<file path="src/rtl/pulse_burst_detector.sv">
// -----------------------------------------------------------------------------
// pulse_burst_detector
//
// Receive-side companion of the pulse and trigger generators. Samples an
// asynchronous pulse train, drops glitches shorter than MIN_WIDTH, counts the
// accepted pulses of a burst and measures the high width of the last accepted
// pulse. A burst is closed and reported once the line has stayed low long
// enough for the gap counter to reach GAP_TIMEOUT.
//
// Ports
//   clock       : system clock, all logic on posedge
//   reset       : asynchronous, active-low reset
//   on          : detector enable (synchronous to clock)
//   signal      : asynchronous pulse-train input
//   burst_count : accepted pulses in the last completed burst (saturating)
//   last_width  : high width in cycles of the last accepted pulse (saturating)
//   burst_valid : one-cycle strobe, burst_count/last_width/overflow updated
//   busy        : a burst is in progress
//   overflow    : pulse counter saturated during the reported burst
// -----------------------------------------------------------------------------
module pulse_burst_detector #(
  parameter int CNT_W       = 8,
  parameter int WID_W       = 8,
  parameter int GAP_TIMEOUT = 16,  // 2..255
  parameter int MIN_WIDTH   = 2    // 1..2^WID_W-1
) (
  input  logic             clock,
  input  logic             reset,
  input  logic             on,
  input  logic             signal,
  output logic [CNT_W-1:0] burst_count,
  output logic [WID_W-1:0] last_width,
  output logic             burst_valid,
  output logic             busy,
  output logic             overflow
);

  typedef enum logic [1:0] {
    IDLE = 2'd0,
    HIGH = 2'd1,
    LOW  = 2'd2
  } state_e;

  localparam logic [CNT_W-1:0] CNT_MAX = '1;
  localparam logic [WID_W-1:0] WID_MAX = '1;
  localparam logic [WID_W-1:0] MIN_W   = WID_W'(MIN_WIDTH);
  localparam logic [7:0]       GAP_END = 8'(GAP_TIMEOUT);

  // ---------------------------------------------------------------------------
  // Input path: two-flop synchronizer, one edge-detect flop, arming.
  // ---------------------------------------------------------------------------
  logic       sync_meta;
  logic       s_sync;
  logic       s_prev;
  logic [1:0] fill;   // shifts in ones: fill[1] set once s_sync holds a real sample
  logic       armed;
  logic       rise;
  logic       fall;

  // NOTE: clocked state is written with non-blocking assignments so every flop
  // samples the pre-edge value of its neighbours; blocking here would collapse
  // the synchronizer stages into a single flop.
  always_ff @(posedge clock or negedge reset) begin
    if (!reset) begin
      sync_meta <= 1'b0;
      s_sync    <= 1'b0;
      s_prev    <= 1'b0;
      fill      <= 2'b00;
      armed     <= 1'b0;
    end else begin
      sync_meta <= signal;
      s_sync    <= sync_meta;
      s_prev    <= s_sync;
      fill      <= {fill[0], 1'b1};
      // The reset value of s_sync is not a real observation of the line, so
      // arming waits for a genuine low sample. A line held high through reset
      // then never produces an accepted rise.
      if (fill[1] && !s_sync) begin
        armed <= 1'b1;
      end
    end
  end

  assign rise = s_sync & ~s_prev;
  assign fall = ~s_sync & s_prev;

  // ---------------------------------------------------------------------------
  // Burst FSM
  // ---------------------------------------------------------------------------
  state_e           state_q,   state_d;
  logic [WID_W-1:0] width_q,   width_d;    // high cycles of the current pulse
  logic [CNT_W-1:0] pcnt_q,    pcnt_d;     // accepted pulses in this burst
  logic             ovf_q,     ovf_d;      // sticky counter saturation
  logic [WID_W-1:0] lw_hold_q, lw_hold_d;  // width of last accepted pulse
  logic [7:0]       gap_q,     gap_d;      // low cycles since the last fall
  logic             report;

  always_ff @(posedge clock or negedge reset) begin
    if (!reset) begin
      state_q   <= IDLE;
      width_q   <= '0;
      pcnt_q    <= '0;
      ovf_q     <= 1'b0;
      lw_hold_q <= '0;
      gap_q     <= '0;
    end else begin
      state_q   <= state_d;
      width_q   <= width_d;
      pcnt_q    <= pcnt_d;
      ovf_q     <= ovf_d;
      lw_hold_q <= lw_hold_d;
      gap_q     <= gap_d;
    end
  end

  // NOTE: every signal driven here gets a hold/default value before the case
  // statement, so no path leaves a variable unassigned and no latch is inferred.
  always_comb begin
    state_d   = state_q;
    width_d   = width_q;
    pcnt_d    = pcnt_q;
    ovf_d     = ovf_q;
    lw_hold_d = lw_hold_q;
    gap_d     = gap_q;
    report    = 1'b0;

    case (state_q)
      IDLE: begin
        if (rise && on && armed) begin
          state_d = HIGH;
          width_d = WID_W'(1);
          pcnt_d  = '0;
          ovf_d   = 1'b0;
        end
      end

      HIGH: begin
        if (!on) begin
          // Abort: the partial burst is dropped, outputs are left untouched.
          state_d = IDLE;
        end else if (fall) begin
          gap_d = 8'd1;
          if (width_q >= MIN_W) begin
            if (pcnt_q == CNT_MAX) begin
              ovf_d = 1'b1;
            end else begin
              pcnt_d = pcnt_q + 1'b1;
            end
            lw_hold_d = width_q;
            state_d   = LOW;
          end else begin
            // Glitch: a burst with nothing accepted yet simply evaporates.
            state_d = (pcnt_q != '0) ? LOW : IDLE;
          end
        end else if (s_sync && (width_q != WID_MAX)) begin
          width_d = width_q + 1'b1;
        end
      end

      LOW: begin
        if (!on) begin
          state_d = IDLE;
        end else if (rise) begin
          // A rise in the timeout cycle keeps the burst alive.
          state_d = HIGH;
          width_d = WID_W'(1);
        end else if (gap_q == GAP_END) begin
          report  = 1'b1;
          state_d = IDLE;
        end else if (!s_sync) begin
          gap_d = gap_q + 8'd1;
        end
      end

      default: begin
        state_d = IDLE;
      end
    endcase
  end

  // ---------------------------------------------------------------------------
  // Result registers: change only in the strobe cycle or on reset.
  // ---------------------------------------------------------------------------
  always_ff @(posedge clock or negedge reset) begin
    if (!reset) begin
      burst_valid <= 1'b0;
      burst_count <= '0;
      last_width  <= '0;
      overflow    <= 1'b0;
    end else begin
      burst_valid <= report;
      if (report) begin
        burst_count <= pcnt_q;
        last_width  <= lw_hold_q;
        overflow    <= ovf_q;
      end
    end
  end

  // The strobe is registered off the LOW->IDLE transition, so busy drops in
  // the same cycle burst_valid is high.
  assign busy = (state_q != IDLE);

endmodule

</file>
<file path="config.mk">
export PLATFORM = sky130hd
export DESIGN_NAME = pulse_burst_detector
export DESIGN_NICKNAME = d
export VERILOG_FILES = /design/src/rtl/pulse_burst_detector.sv
export SDC_FILE = /design/constraint.sdc
export NUM_CORES = 1
export LEC_CHECK = 0
export CORE_MARGIN = 3
export CORE_UTILIZATION = 40
export DETAILED_ROUTE_END_ITERATION = 7
export DONT_BUFFER_PORTS = 1
export MAX_ROUTING_LAYER = met4
export RECOVER_POWER = 25
export SYNTH_ARGS = -nofsm -noshare
export SYNTH_HDL_FRONTEND = slang
export SYNTH_SLANG_ARGS = --single-unit
</file>
<file path="constraint.sdc">
create_clock -name clock -period 2.1 [get_ports clock]
set_clock_uncertainty 0.05 [all_clocks]
set_input_delay 0.525 -clock clock [delete_from_list [all_inputs] [get_ports clock]]
set_output_delay 0.525 -clock clock [all_outputs]
set_load 0.005 [all_outputs]
</file>
==> out/qor.yml <==
ys_warn_count: 0
yosys_register_bits: 59
hold_violations: 0
cts.clk_slew.worst_paths_ps: 70
maxCapViolations: 0
start_util: 0.425
placed_cell_area_um2: 2970
cts_tree: "done"
clk_path_buf_depth: 2
dieArea_um2: 8020
synth_area_leaders: "dfrtp_1, mux2_4, nand2_1, o21ai_0, nor2_1"
p_leak_nw: 1.60
synth.distinct_cells: 44
cp_num_buf_inv: 1
place.port_buffers: 0
first_pass_iters: 4
post_synth_instance_area_um2: 2790
finalCritPeriodShare: 0.946
status: "completed"
final_net_count: 297
layout-drive-gt1-share: 0.216
ant_nets: 0
num_antenna_cells: 0
cts_root_buf: "clkbuf_8"
routabilityCongestion: 0.865
postLayoutCellArea_um2: 3270
setup_viol: 0
synthToLayoutAreaGrowth_pct: 16.9
synth_fp_nets: 275
grt_pass1_vias: 2000
overflow: 0
netlist.area_leader.share: 0.529
avgViaCountPerCell: 5.23
cp.required_ps: 2290
drt_iter0_markers: 134
wl_per_cell_um: 14.6
fin_setup_tns_ps: 0
setup.worst_path.class: "reg -> reg"
finalCriticalPeriod_ps: 1990
syn_avg_cell_area_um2: 10.5
hp-class: "in -> reg"
vias: 2014
final_max_slew_viol_count: 0
drc_errors: 0
core_area_um2: 6570
dieWidth_um: 89.6
whs_ps: 156
dp_hpwl_um: 3560
critical-path-max-stage-delay_ps: 500
numCtsBuffers: 9
synth_top_area_cell: "dfrtp_1"
die-height_um: 89.6
grt_usage: 0.161
rows: 29
wl_um: 5630
clock-sinks: 59
cp_cell_sequence: "inv_1, ha_1, nor4b_4, nand3_2, or3_4, mux2_4"
p_per_area_nw_per_um2: 787
antenna_found_initial: 0
cp_slowest_cell: "or3_4"
grt_pass1_wl_um: 9390
arrival_ps: 2170
ioPinCount: 23
worst_pin_slew_ps: 800
clkLatencyLatePin_ps: 350
slew_headroom: 0.467
peakVddDrop_uv: 478
fmax_mhz: 504
htreeDepth: 3
grt_max_degree: 60
crit_fanout: 5
synth-seq-area-share: 0.529
crit_family: "simple AND/OR/NAND/NOR gates"
synth_cells: 265
startpoint_type: "flop"
rsz0062_at_grt: "no"
critPathCaptureType: "flop"
-- routing by layer --
metal	up-vias	part of all wire	GRT usage
met2	30	0.44	0.233
met3	9	0.052	0.0664
met1	991	0.50	0.203
li1	984	-	-
met5	-	0	-
met4	0	0.013	0.0568
-- kinds of logic (layout without fill, tap and decap cells) --
kind of cell               after synthesis  after routing  synth area share
DFF                                     59             59             0.529
xor gates and xnor gates                 4              4            0.0125
AOI/OAI and AO/OA                       57             57             0.126
adders and majority gates                6              6            0.0269
muxes                                   17             17            0.0883
other                                    1              1           0.00134
buffers and inverters                   21             46            0.0349
and+or+nand+nor                        100            102             0.181
-- layout by cell type (no fill, tap or decap), types with 3 or more instances in the layout --
cell	instances
a21oi_1	8
a31oi_1	7
and3_1	8
buf_4	20
clkbuf_8	9
dfrtp_1	59
ha_1	6
inv_1	8
mux2_4	15
nand2_1	33
nand2b_1	4
nand3_1	8
nand4_1	4
nor2_1	20
nor2b_1	4
o21ai_0	22
o31ai_1	8
or3_1	3
or3_4	3
xor2_1	4
-- per-stage QoR --
| stage | std cells | utilization | power (W) | setup slack (ps) |
|---|---|---|---|---|
| detailed placement | 362 | 0.452 | 0.00148 | 8.04 |
| finish | 385 | 0.497 | 0.00257 | 114 |
| floorplan | 265 | - | 0.00139 | 129 |
| CTS | 380 | 0.488 | 0.00257 | 22.0 |
| global route | 385 | 0.497 | 0.00272 | 5.55 |
| global placement | 362 | 0.452 | 0.00147 | 55.0 |
-- state kept, by name (all words and copies together) (netlist names) --
signal       flops
burst_count      8
gap_q            8
last_width       8
lw_hold_q        8
pcnt_q           8
width_q          8
fill             2
state_q          2
armed            1
burst_valid      1
overflow         1
ovf_q            1
s_prev           1
s_sync           1
sync_meta        1
-- final timing paths --
| kind | start | end | slack, ps | cells after the start |
|---|---|---|---|---|
| max in group asynchronous | reset | width_q[3] | 690 | 2 |
| worst max register to register | gap_q[1] | burst_count[4] | 110 | 6 |
| worst max-delay path | gap_q[1] | burst_count[4] | 110 | 6 |
| worst min-delay path | signal | sync_meta | 160 | 0 |
| worst min register to register | sync_meta | s_sync | 300 | 0 |
| min in group asynchronous | reset | pcnt_q[2] | 780 | 2 |
-- report_power, final --
group	internal, W	switching, W
registers	0.00118	0.0000328
logic	0.000133	0.000165
clock network	0.000555	0.000503
total	0.00187	0.000701
-- cells in the mapped netlist --
cell type	number
or4_1	2
or2_2	1
ha_1	6
o21a_1	2
mux2_4	15
clkbuf_1	8
buf_6	2
a41o_1	1
xor2_1	4
o2111ai_1	1
nor2_1	21
a21o_1	1
nand3b_1	1
conb_1	1
nand4_1	4
mux2i_1	1
nand2b_1	4
o41ai_1	1
nand2_1	33
dfrtp_1	59
nor4b_2	1
or3_1	3
and3b_1	1
nor4bb_1	1
a22o_1	2
nor4b_1	1
a31oi_1	7
nor3_1	2
o21ai_0	22
nand4b_1	1
inv_1	8
a21oi_1	8
o22ai_1	1
or3_4	1
nor2b_1	4
buf_2	3
mux2_2	1
o22a_1	1
o31ai_1	8
a41oi_1	1
and2_1	2
and3_1	8
o211ai_1	1
nand3_1	9
-- area by class of cell --
cell class                      count  area [µm²]
Fill cell                         610        3300
Sequential cell                    59        1480
Multi-Input combinational cell    187        1270
Timing Repair Buffer               22         168
Clock buffer                        9         124
Tap cell                           93         116
Clock inverter                      7        76.3
Inverter                            8        30.0
-- what timing repair did --
item                                    in CTS  in global routing
cloned                                       0                  2
pin swaps                                    1                  5
resized for setup                            0                  8
hold endpoints to repair                    59                  0
buffers inserted                             0                  3
endpoints found under the setup margin       9                 26
hold buffers                                 2                  0
No activity file was read; power rests on OpenSTA's default activity.
